**config.mk**
```make
export PLATFORM = sky130hd
export DESIGN_NAME = nibbler_control
export DESIGN_NICKNAME = d
export VERILOG_FILES = /design/src/rtl/nibbler_pkg.sv /design/src/rtl/nibbler_decode.sv /design/src/rtl/nibbler_control.sv
export SDC_FILE = /design/constraint.sdc
export NUM_CORES = 1
export LEC_CHECK = 0
export BUFFER_PORTS_ARGS = -buffer_cell sky130_fd_sc_hd__clkbuf_2
export CAP_MARGIN = 30
export CORE_MARGIN = 1
export CORE_UTILIZATION = 25
export CTS_CLUSTER_DIAMETER = 120
export DETAILED_ROUTE_END_ITERATION = 6
export GPL_TIMING_DRIVEN = 0
export PLACE_DENSITY = 0.56
export RECOVER_POWER = 100
export SYNTH_ARGS = -nofsm -noshare
export SYNTH_HDL_FRONTEND = slang
export SYNTH_SLANG_ARGS = --single-unit
export TNS_END_PERCENT = 20
```
**constraint.sdc**
```tcl
create_clock -name clock -period 4.8 [get_ports clock]
set_input_delay 0.48 -clock clock [delete_from_list [all_inputs] [get_ports clock]]
set_output_delay 0.48 -clock clock [all_outputs]
set_load 0.05 [all_outputs]
```
**src/rtl/nibbler_pkg.sv**
```systemverilog
// Shared definitions for the Nibbler control unit: opcodes, ALU select codes,
// B-source codes, FSM state encodings and the decoded control payload.
package nibbler_pkg;

    localparam int unsigned OP_W    = 4;
    localparam int unsigned SEL_W   = 3;
    localparam int unsigned BSRC_W  = 2;
    localparam int unsigned STATE_W = 2;

    // Opcodes (IR[7:4])
    localparam logic [OP_W-1:0] OP_JC    = 4'h0;
    localparam logic [OP_W-1:0] OP_JNC   = 4'h1;
    localparam logic [OP_W-1:0] OP_CMPI  = 4'h2;
    localparam logic [OP_W-1:0] OP_CMPM  = 4'h3;
    localparam logic [OP_W-1:0] OP_LIT   = 4'h4;
    localparam logic [OP_W-1:0] OP_IN    = 4'h5;
    localparam logic [OP_W-1:0] OP_LD    = 4'h6;
    localparam logic [OP_W-1:0] OP_ST    = 4'h7;
    localparam logic [OP_W-1:0] OP_JZ    = 4'h8;
    localparam logic [OP_W-1:0] OP_JNZ   = 4'h9;
    localparam logic [OP_W-1:0] OP_ADDI  = 4'hA;
    localparam logic [OP_W-1:0] OP_ADDM  = 4'hB;
    localparam logic [OP_W-1:0] OP_JMP   = 4'hC;
    localparam logic [OP_W-1:0] OP_OUT   = 4'hD;
    localparam logic [OP_W-1:0] OP_NANDI = 4'hE;
    localparam logic [OP_W-1:0] OP_NANDM = 4'hF;

    // ALU select codes
    localparam logic [SEL_W-1:0] ALU_PASSA = 3'd0;
    localparam logic [SEL_W-1:0] ALU_CMP   = 3'd1;
    localparam logic [SEL_W-1:0] ALU_PASSB = 3'd2;
    localparam logic [SEL_W-1:0] ALU_ADD   = 3'd3;
    localparam logic [SEL_W-1:0] ALU_NAND  = 3'd4;

    // B-operand mux codes
    localparam logic [BSRC_W-1:0] BSRC_OPERAND = 2'd0;
    localparam logic [BSRC_W-1:0] BSRC_RAM     = 2'd1;
    localparam logic [BSRC_W-1:0] BSRC_PORT    = 2'd2;

    // FSM states
    localparam logic [STATE_W-1:0] ST_FETCH = 2'd0;
    localparam logic [STATE_W-1:0] ST_ADDR  = 2'd1;
    localparam logic [STATE_W-1:0] ST_EXEC  = 2'd2;

    // Control payload driven towards the ALU / register file
    typedef struct packed {
        logic [SEL_W-1:0]  alu_sel;
        logic [BSRC_W-1:0] b_src;
        logic              load_acc;
        logic              load_flags;
        logic              ram_we;
        logic              out_load;
    } ctrl_t;

    // Opcodes that carry an addr_lo second byte
    function automatic logic op_is_two_byte(input logic [OP_W-1:0] op);
        case (op)
            OP_JC, OP_JNC, OP_CMPM, OP_LD, OP_ST,
            OP_JZ, OP_JNZ, OP_ADDM, OP_JMP, OP_NANDM: op_is_two_byte = 1'b1;
            default:                                  op_is_two_byte = 1'b0;
        endcase
    endfunction

endpackage

```
**src/rtl/nibbler_decode.sv**
```systemverilog
// Combinational (state, opcode) -> control decode for the Nibbler.
// Strobes are only produced in EXEC; instruction-length and jump class are
// reported for any state so the sequencer can use them while fetching.
module nibbler_decode
    import nibbler_pkg::*;
(
    input  logic [STATE_W-1:0] state_i,
    input  logic [OP_W-1:0]    opcode_i,
    output ctrl_t              ctrl_c,
    output logic               is_two_byte_c,
    output logic               is_jump_c
);

    // Moore decode of the control strobes plus instruction class
    always_comb begin
        ctrl_c        = '0;
        is_two_byte_c = op_is_two_byte(opcode_i);
        is_jump_c     = 1'b0;

        case (opcode_i)
            OP_JC, OP_JNC, OP_JZ, OP_JNZ, OP_JMP: is_jump_c = 1'b1;
            default:                              is_jump_c = 1'b0;
        endcase

        if (state_i == ST_EXEC) begin
            case (opcode_i)
                OP_CMPI: begin
                    ctrl_c.alu_sel    = ALU_CMP;
                    ctrl_c.b_src      = BSRC_OPERAND;
                    ctrl_c.load_flags = 1'b1;
                end
                OP_CMPM: begin
                    ctrl_c.alu_sel    = ALU_CMP;
                    ctrl_c.b_src      = BSRC_RAM;
                    ctrl_c.load_flags = 1'b1;
                end
                OP_LIT: begin
                    ctrl_c.alu_sel  = ALU_PASSB;
                    ctrl_c.b_src    = BSRC_OPERAND;
                    ctrl_c.load_acc = 1'b1;
                end
                OP_IN: begin
                    ctrl_c.alu_sel  = ALU_PASSB;
                    ctrl_c.b_src    = BSRC_PORT;
                    ctrl_c.load_acc = 1'b1;
                end
                OP_LD: begin
                    ctrl_c.alu_sel  = ALU_PASSB;
                    ctrl_c.b_src    = BSRC_RAM;
                    ctrl_c.load_acc = 1'b1;
                end
                OP_ST: begin
                    ctrl_c.ram_we = 1'b1;
                end
                OP_ADDI, OP_ADDM: begin
                    ctrl_c.alu_sel    = ALU_ADD;
                    ctrl_c.b_src      = (opcode_i == OP_ADDM) ? BSRC_RAM : BSRC_OPERAND;
                    ctrl_c.load_acc   = 1'b1;
                    ctrl_c.load_flags = 1'b1;
                end
                OP_NANDI, OP_NANDM: begin
                    ctrl_c.alu_sel    = ALU_NAND;
                    ctrl_c.b_src      = (opcode_i == OP_NANDM) ? BSRC_RAM : BSRC_OPERAND;
                    ctrl_c.load_acc   = 1'b1;
                    ctrl_c.load_flags = 1'b1;
                end
                OP_OUT: begin
                    ctrl_c.out_load = 1'b1;
                end
                default: begin
                    ctrl_c = '0;
                end
            endcase
        end
    end

endmodule

```
**src/rtl/nibbler_control.sv**
```systemverilog
// Nibbler fetch/decode/sequencing control unit. Holds PC, IR, addr_lo and the
// FETCH/ADDR/EXEC state machine; drives ALU select, B source and strobes.
// Optional build macro NIBBLER_STEP_EN adds a 'step' input gating FETCH.
module nibbler_control
    import nibbler_pkg::*;
#(
    parameter int unsigned     PC_W     = 12,
    parameter logic [PC_W-1:0] RESET_PC = '0
) (
    input  logic               clock,
    input  logic               reset,
`ifdef NIBBLER_STEP_EN
    input  logic               step,
`endif
    input  logic [7:0]         prog_byte,
    input  logic               c_flag,
    input  logic               z_flag,
    output logic [PC_W-1:0]    pc,
    output logic [STATE_W-1:0] state,
    output logic [3:0]         operand,
    output logic [SEL_W-1:0]   alu_sel,
    output logic [BSRC_W-1:0]  b_src,
    output logic [11:0]        ram_addr,
    output logic               load_acc,
    output logic               load_flags,
    output logic               ram_we,
    output logic               out_load
);

    logic [PC_W-1:0]    pc_q, pc_d;
    logic [7:0]         ir_q, ir_d;
    logic [7:0]         addr_lo_q, addr_lo_d;
    logic [STATE_W-1:0] state_q, state_d;

    logic [STATE_W-1:0] dec_state_c;
    logic [OP_W-1:0]    dec_op_c;
    ctrl_t              ctrl_c;
    logic               is_two_byte_c;
    logic               is_jump_c;
    logic               jump_taken_c;
    logic               advance_c;

`ifdef NIBBLER_STEP_EN
    assign advance_c = step;
`else
    assign advance_c = 1'b1;
`endif

    // While fetching, classify the incoming byte; otherwise decode the held IR.
    // Reset forces the decoder to an idle state so no strobe leaks out.
    assign dec_op_c    = (state_q == ST_FETCH) ? prog_byte[7:4] : ir_q[7:4];
    assign dec_state_c = reset ? ST_FETCH : state_q;

    nibbler_decode u_decode (
        .state_i       (dec_state_c),
        .opcode_i      (dec_op_c),
        .ctrl_c        (ctrl_c),
        .is_two_byte_c (is_two_byte_c),
        .is_jump_c     (is_jump_c)
    );

    // Resolve the branch condition from the registered flags
    always_comb begin
        jump_taken_c = 1'b0;
        case (ir_q[7:4])
            OP_JC:   jump_taken_c = c_flag;
            OP_JNC:  jump_taken_c = !c_flag;
            OP_JZ:   jump_taken_c = z_flag;
            OP_JNZ:  jump_taken_c = !z_flag;
            OP_JMP:  jump_taken_c = 1'b1;
            default: jump_taken_c = 1'b0;
        endcase
    end

    // Next-state logic for the sequencer, PC, IR and addr_lo
    always_comb begin
        state_d   = state_q;
        pc_d      = pc_q;
        ir_d      = ir_q;
        addr_lo_d = addr_lo_q;

        case (state_q)
            ST_FETCH: begin
                if (advance_c) begin
                    ir_d    = prog_byte;
                    pc_d    = pc_q + PC_W'(1);
                    state_d = is_two_byte_c ? ST_ADDR : ST_EXEC;
                end
            end
            ST_ADDR: begin
                addr_lo_d = prog_byte;
                pc_d      = pc_q + PC_W'(1);
                state_d   = ST_EXEC;
            end
            ST_EXEC: begin
                if (is_jump_c && jump_taken_c) begin
                    pc_d = PC_W'({ir_q[3:0], addr_lo_q});
                end
                state_d = ST_FETCH;
            end
            default: begin
                state_d = ST_FETCH;
            end
        endcase
    end

    // State register with synchronous reset
    always_ff @(posedge clock) begin
        if (reset) begin
            pc_q      <= RESET_PC;
            ir_q      <= 8'h00;
            addr_lo_q <= 8'h00;
            state_q   <= ST_FETCH;
        end else begin
            pc_q      <= pc_d;
            ir_q      <= ir_d;
            addr_lo_q <= addr_lo_d;
            state_q   <= state_d;
        end
    end

    assign pc         = pc_q;
    assign state      = state_q;
    assign operand    = ir_q[3:0];
    assign ram_addr   = {ir_q[3:0], addr_lo_q};
    assign alu_sel    = ctrl_c.alu_sel;
    assign b_src      = ctrl_c.b_src;
    assign load_acc   = ctrl_c.load_acc;
    assign load_flags = ctrl_c.load_flags;
    assign ram_we     = ctrl_c.ram_we;
    assign out_load   = ctrl_c.out_load;

endmodule

```
After elaboration in Yosys (flattened, before gate mapping)
Memory sizes are Yosys's and may differ from the RTL's.
Cells that the tools add are included.

storage, ports and cells
  memories kept = 1
  word-level logic and storage cells = 59
  bits in registers = 30
  bits of input ports = 12
  ROM bits = 16

memories
  name              words  bits a word  rd ports  clocked after memory_dff  wr ports  line               RTL
  (name not given)  16     1            1         0                         0         nibbler_pkg.sv:57  case (op)

operators by class
  reductions and logical operators = 14
  muxes and demuxes = 16
  equal/unequal tests = 23
  add/subtract/negate cells = 1

operator list
  cell                                                 number
  equality test 4 bit, second input constant           11
  case mux 5 bit (7 select lines)                      1
  case mux 12 bit (2 select lines)                     1
  equality test 4 x 3 -> 1 bit, second input constant  4
  adder 12 x 1 -> 12 bit, second input constant        1
  2-to-1 mux 12 bit                                    1
  2-to-1 mux 9 bit                                     1
  equality test 4 x 1 -> 1 bit, second input constant  2
  equality test 4 x 2 -> 1 bit, second input constant  2
  zero test 4 bit                                      2
  2-to-1 mux 1 bit                                     7
  OR reduction 7 bit                                   1
  OR reduction 2 bit                                   3
  OR reduction 6 bit                                   1
  case mux 1 bit (5 select lines)                      1
  OR reduction 5 bit                                   1
  equality test 2 bit, second input constant           2
  2-to-1 mux 2 bit                                     2
  2-to-1 mux 4 bit                                     1
  case mux 2 bit (2 select lines)                      1
  equality test 2 x 1 -> 1 bit, second input constant  1
  zero test 1 bit                                      2
  zero test 2 bit                                      1
  inequality test 2 bit, second input constant         1
  other kinds (3)                                      3

Longest topological paths before layout
  depth after elaboration = 8
  mapped depth = 13

Hierarchy
Synthesis repeated with hierarchy kept, for this count alone.

second synthesis, totals
  cell total of the unflattened synthesis = 218
  area total of the unflattened synthesis = 1850.5 sq um

by module, submodules not included
  module           cells each  times used  seq. area each (sq um)  area an instance (sq um)
  nibbler_control  184         1           600.6                   1606.5
  nibbler_decode   34          1           0.0                     244.0

Worst setup path before layout
No wires, ideal clock.

  kind = reg-to-output
  start point = register state_q[1], in the netlist state[1]
  end point = output port ram_we
  arrival = 3.009 ns
  path buffers = 2
  path slack = 1.311 ns
  cell stages (with the launch flop) = 6
  required time = 4.320 ns
  path through = dfxtp_1 > buf_4 > nor2b_1 > clkbuf_1 > nand3_1 > nor4_1

between the ends
  cells in the longest elaborated chain, start to end = 5
  elaborated cells between the ends (all ways) = 7

ends and longest elaborated chain
  what                          line                    RTL
  start, declared               nibbler_control.sv:33   logic [STATE_W-1:0] state_q, state_d;
  start signal, assigned        nibbler_control.sv:118  state_q <= state_d;
  zero test 2 bit               nibbler_control.sv:51   assign dec_op_c = (state_q == ST_FETCH) ? prog_byte[7:4] : ir_q[7:4];
  2-to-1 mux 4 bit              nibbler_control.sv:51
  equality test 4 x 3 -> 1 bit  nibbler_decode.sv:26    case (opcode_i)
  2-to-1 mux 1 bit              nibbler_decode.sv:26
  2-to-1 mux 9 bit (*)          nibbler_decode.sv:25    if (state_i == ST_EXEC) begin
  end, declared                 nibbler_control.sv:26   output logic ram_we,

Every way passes the cells marked *; elsewhere a longest branch is shown, timed or not.

Final worst setup path
  start point = register state_q[1], in the netlist state[1]
  end point = output port load_flags

between the ends
  cells in the longest elaborated chain, start to end = 6
  elaborated cells between the ends (all ways) = 13

ends and longest elaborated chain
  what                                                                        line                   RTL
  zero test 2 bit                                                             nibbler_control.sv:51
  2-to-1 mux 4 bit                                                            nibbler_control.sv:51
  equality test 4 x 2 -> 1 bit / equality test 4 bit (equally long branches)  nibbler_decode.sv:26
  OR reduction 6 bit (no line)                                                --
  2-to-1 mux 1 bit                                                            nibbler_decode.sv:26
  2-to-1 mux 9 bit (*)                                                        nibbler_decode.sv:25
  end, declared                                                               nibbler_control.sv:25  output logic load_flags,

Marks and branches as above.

==> impl_metrics.yaml <==
sta:
  setup_viol: 0
  totalNegativeSetupSlack_ps: 0
  period_share: 0.797
  drv_slew: 0
  skew_ps: 5.45
  rsz0062_at_grt: "false"
  hold_viol: 0
  relSlewSlack: 0.531
  period_needed_ps: 3830
  worst_slew_pin_slew_ps: 703
  max_freq_mhz: 261
place:
  hpwl_mm: 3.93
  dp_cells: 374
  portBuffers: 49
  globalplace.congestion: 0.784
clocking:
  cts-root-buf: "clkbuf_8"
  cts-htree-levels: 2
  post_cts_buffers: 0
  clkTransAtPathRegs_ps: 60
  cts_buffers: 5
  insertion_delay_ps: 270
  cts.path.max_buffers: 2
  cts_tree: "built"
  numClockSinks: 30
  cts_hold_buf: 0
  cts.repair.resized: 0
synthesis:
  syn_avg_cell_area_um2: 7.99
  async_reset_ff_frac: 0
  ys_seq_elements: 30
  ys.flop_type: "dfxtp_1"
  ys_top_cells_by_area: "dfxtp_1 (33%), nor2_1 (6.6%), mux2i_1 (5.5%)"
  yosysMostFrequentCell: "nor2_1"
  syn_area_um2: 1830
  yosysTopAreaCell: "dfxtp_1"
  synth-edff-count: 0
  ys_types: 49
  ys_warn_count: 0
  yosysSeqAreaShare: 0.328
  synth_common_cells: "nor2_1 (32), dfxtp_1 (30), nand2_1 (21)"
  synth_cells: 229
  synth_nets: 246
  yosysTopAreaCellShare: 0.328
floorplanning:
  die_w_um: 87.5
  dieHeight_um: 87.5
  start_util: 0.263
  rows: 30
  core_area_um2: 6940
  dieArea_um2: 7660
  io_pins: 51
cells_and_area:
  antenna_cells: 0
  stdcell_count: 381
  area_growth_pct: 19.8
  fin_util: 0.315
  nets: 302
  drive_gt1_frac: 0.123
setup_path:
  worstPathMaxFanout: 10
  cp.required_ps: 4320
  end_kind: "output port"
  path_class: "flop to output port"
  start_kind: "flop"
  arrival_ps: 3350
detailed_routing:
  dr_total_vias: 1822
  wl_met2_mm: 2.35
  drc: 0
  routed_wirelength_mm: 5.20
  drtPass1Iterations: 4
  avgViaCountPerCell: 4.78
  wl_per_cell_um: 13.6
  highest_layer: "met4"
  final_antenna_net_count: 0
  met3_length_um: 287
  met1_length_mm: 2.55
  drt-initial-drc-count: 71
grt:
  grt_max_degree: 11
  grt_pass1_wl_mm: 8.14
  grt_pass1_vias: 1638
  grt_antenna_before_repair: 0
  grt_usage: 0.138
  grt-ovfl-total: 0
power:
  total_power_uw: 1380
  p_switching_uw: 731
  switching_share: 0.532
  power_leakage_uw: 0.000811
  internal-power_uw: 644
  vdd_drop_max_uv: 210
  seqPwrFrac: 0.277
  clkPwrFrac: 0.136
  p_comb_frac: 0.586
  powerDensity_nw_per_um2: 628
worst_hold_path:
  min-delay-path-class: "input pin to flop"
run:
  drv_cap: 0
outcome:
  outcome: "completed"
==> layout make-up <==
type | count | area [um2]
well taps | 96 | 120
multi-input cells | 172 | 1060
clock buffers | 7 | 76.3
fillers | 799 | 4750
flip-flops and latches | 30 | 601
repair buffers | 49 | 196
plain buffers | 19 | 110
inverters | 8 | 30.0
==> state kept, by name, indices dropped and copies added, names as in the netlist <==
name and count:
state 2, pc 12, addr_lo_q 8, ir_q 8
==> placed cells by master (no fill, tap or decap), types with 7 or more instances in the layout <==
master    netlist  layout
clkbuf_1        7      50
nor2_1         32      34
dfxtp_1        30      30
nand2_1        21      21
a21oi_1        16      16
mux2i_1        10      11
o21ai_0        10      11
clkbuf_2        0      10
nor3_1          8       8
buf_4          10       8
inv_1           7       7
nand3_1         7       7
==> final timing paths <==
| path | startpoint | endpoint | slack (ps) | cells past startpoint |
|---|---|---|---|---|
| worst max-delay path | state[1] | load_flags | 970 | 9 |
| worst min-delay path | prog_byte[0] | ir_q[0] | 440 | 3 |
| worst max register to register | state[1] | pc[11] | 1050 | 13 |
| worst min register to register | addr_lo_q[6] | addr_lo_q[6] | 520 | 2 |
==> metrics by stage <==
stage	worst slack, ps	hold slack (ps)	area [um2]
6_report	972	443	2190
5_1_grt	658	441	2190
4_1_cts	1550	443	2270
3_5_place_dp	1830	511	2190
3_3_place_gp	1840	508	2190
2_1_floorplan	1310	480	1830
==> critical path: stages (launching register included) <==
cell      delay (ps)
dfxtp_1          310
clkbuf_1         220
nor2_1           330
clkbuf_1         510
mux2i_1          650
nor2_1           140
nand2_1          110
o21ai_0           80
a211oi_1         230
clkbuf_1         490
==> cell families (layout without fill, tap and decap cells) <==
family,Yosys count,count (layout),share of synthesized area
AO/OA/AOI/OAI,58,58,0.218
XOR/XNOR,5,5,0.0239
adder cells (fa/ha/maj),5,5,0.0342
buffers and inverters,27,83,0.0807
flip-flops,30,30,0.328
multiplexers,15,15,0.0903
AND/OR/NAND/NOR,89,89,0.225
==> power by group through the flow <==
| stage | registers [uW] | clock network, uW | logic [uW] |
|---|---|---|---|
| 3_3_place_gp | 388 | 0 | 839 |
| 4_1_cts | 383 | 192 | 851 |
| 3_5_place_dp | 388 | 0 | 846 |
| 5_1_grt | 393 | 204 | 874 |
| 6_report | 381 | 187 | 807 |
| 2_1_floorplan | 506 | 0 | 537 |
==> metal layers <==
metal	up-vias	GRT usage
li1	920	-
met4	0	0.0268
met5	-	0
met1	844	0.187
met3	2	0.0311
met2	56	0.227
No activity file was read; power rests on OpenSTA's default activity.
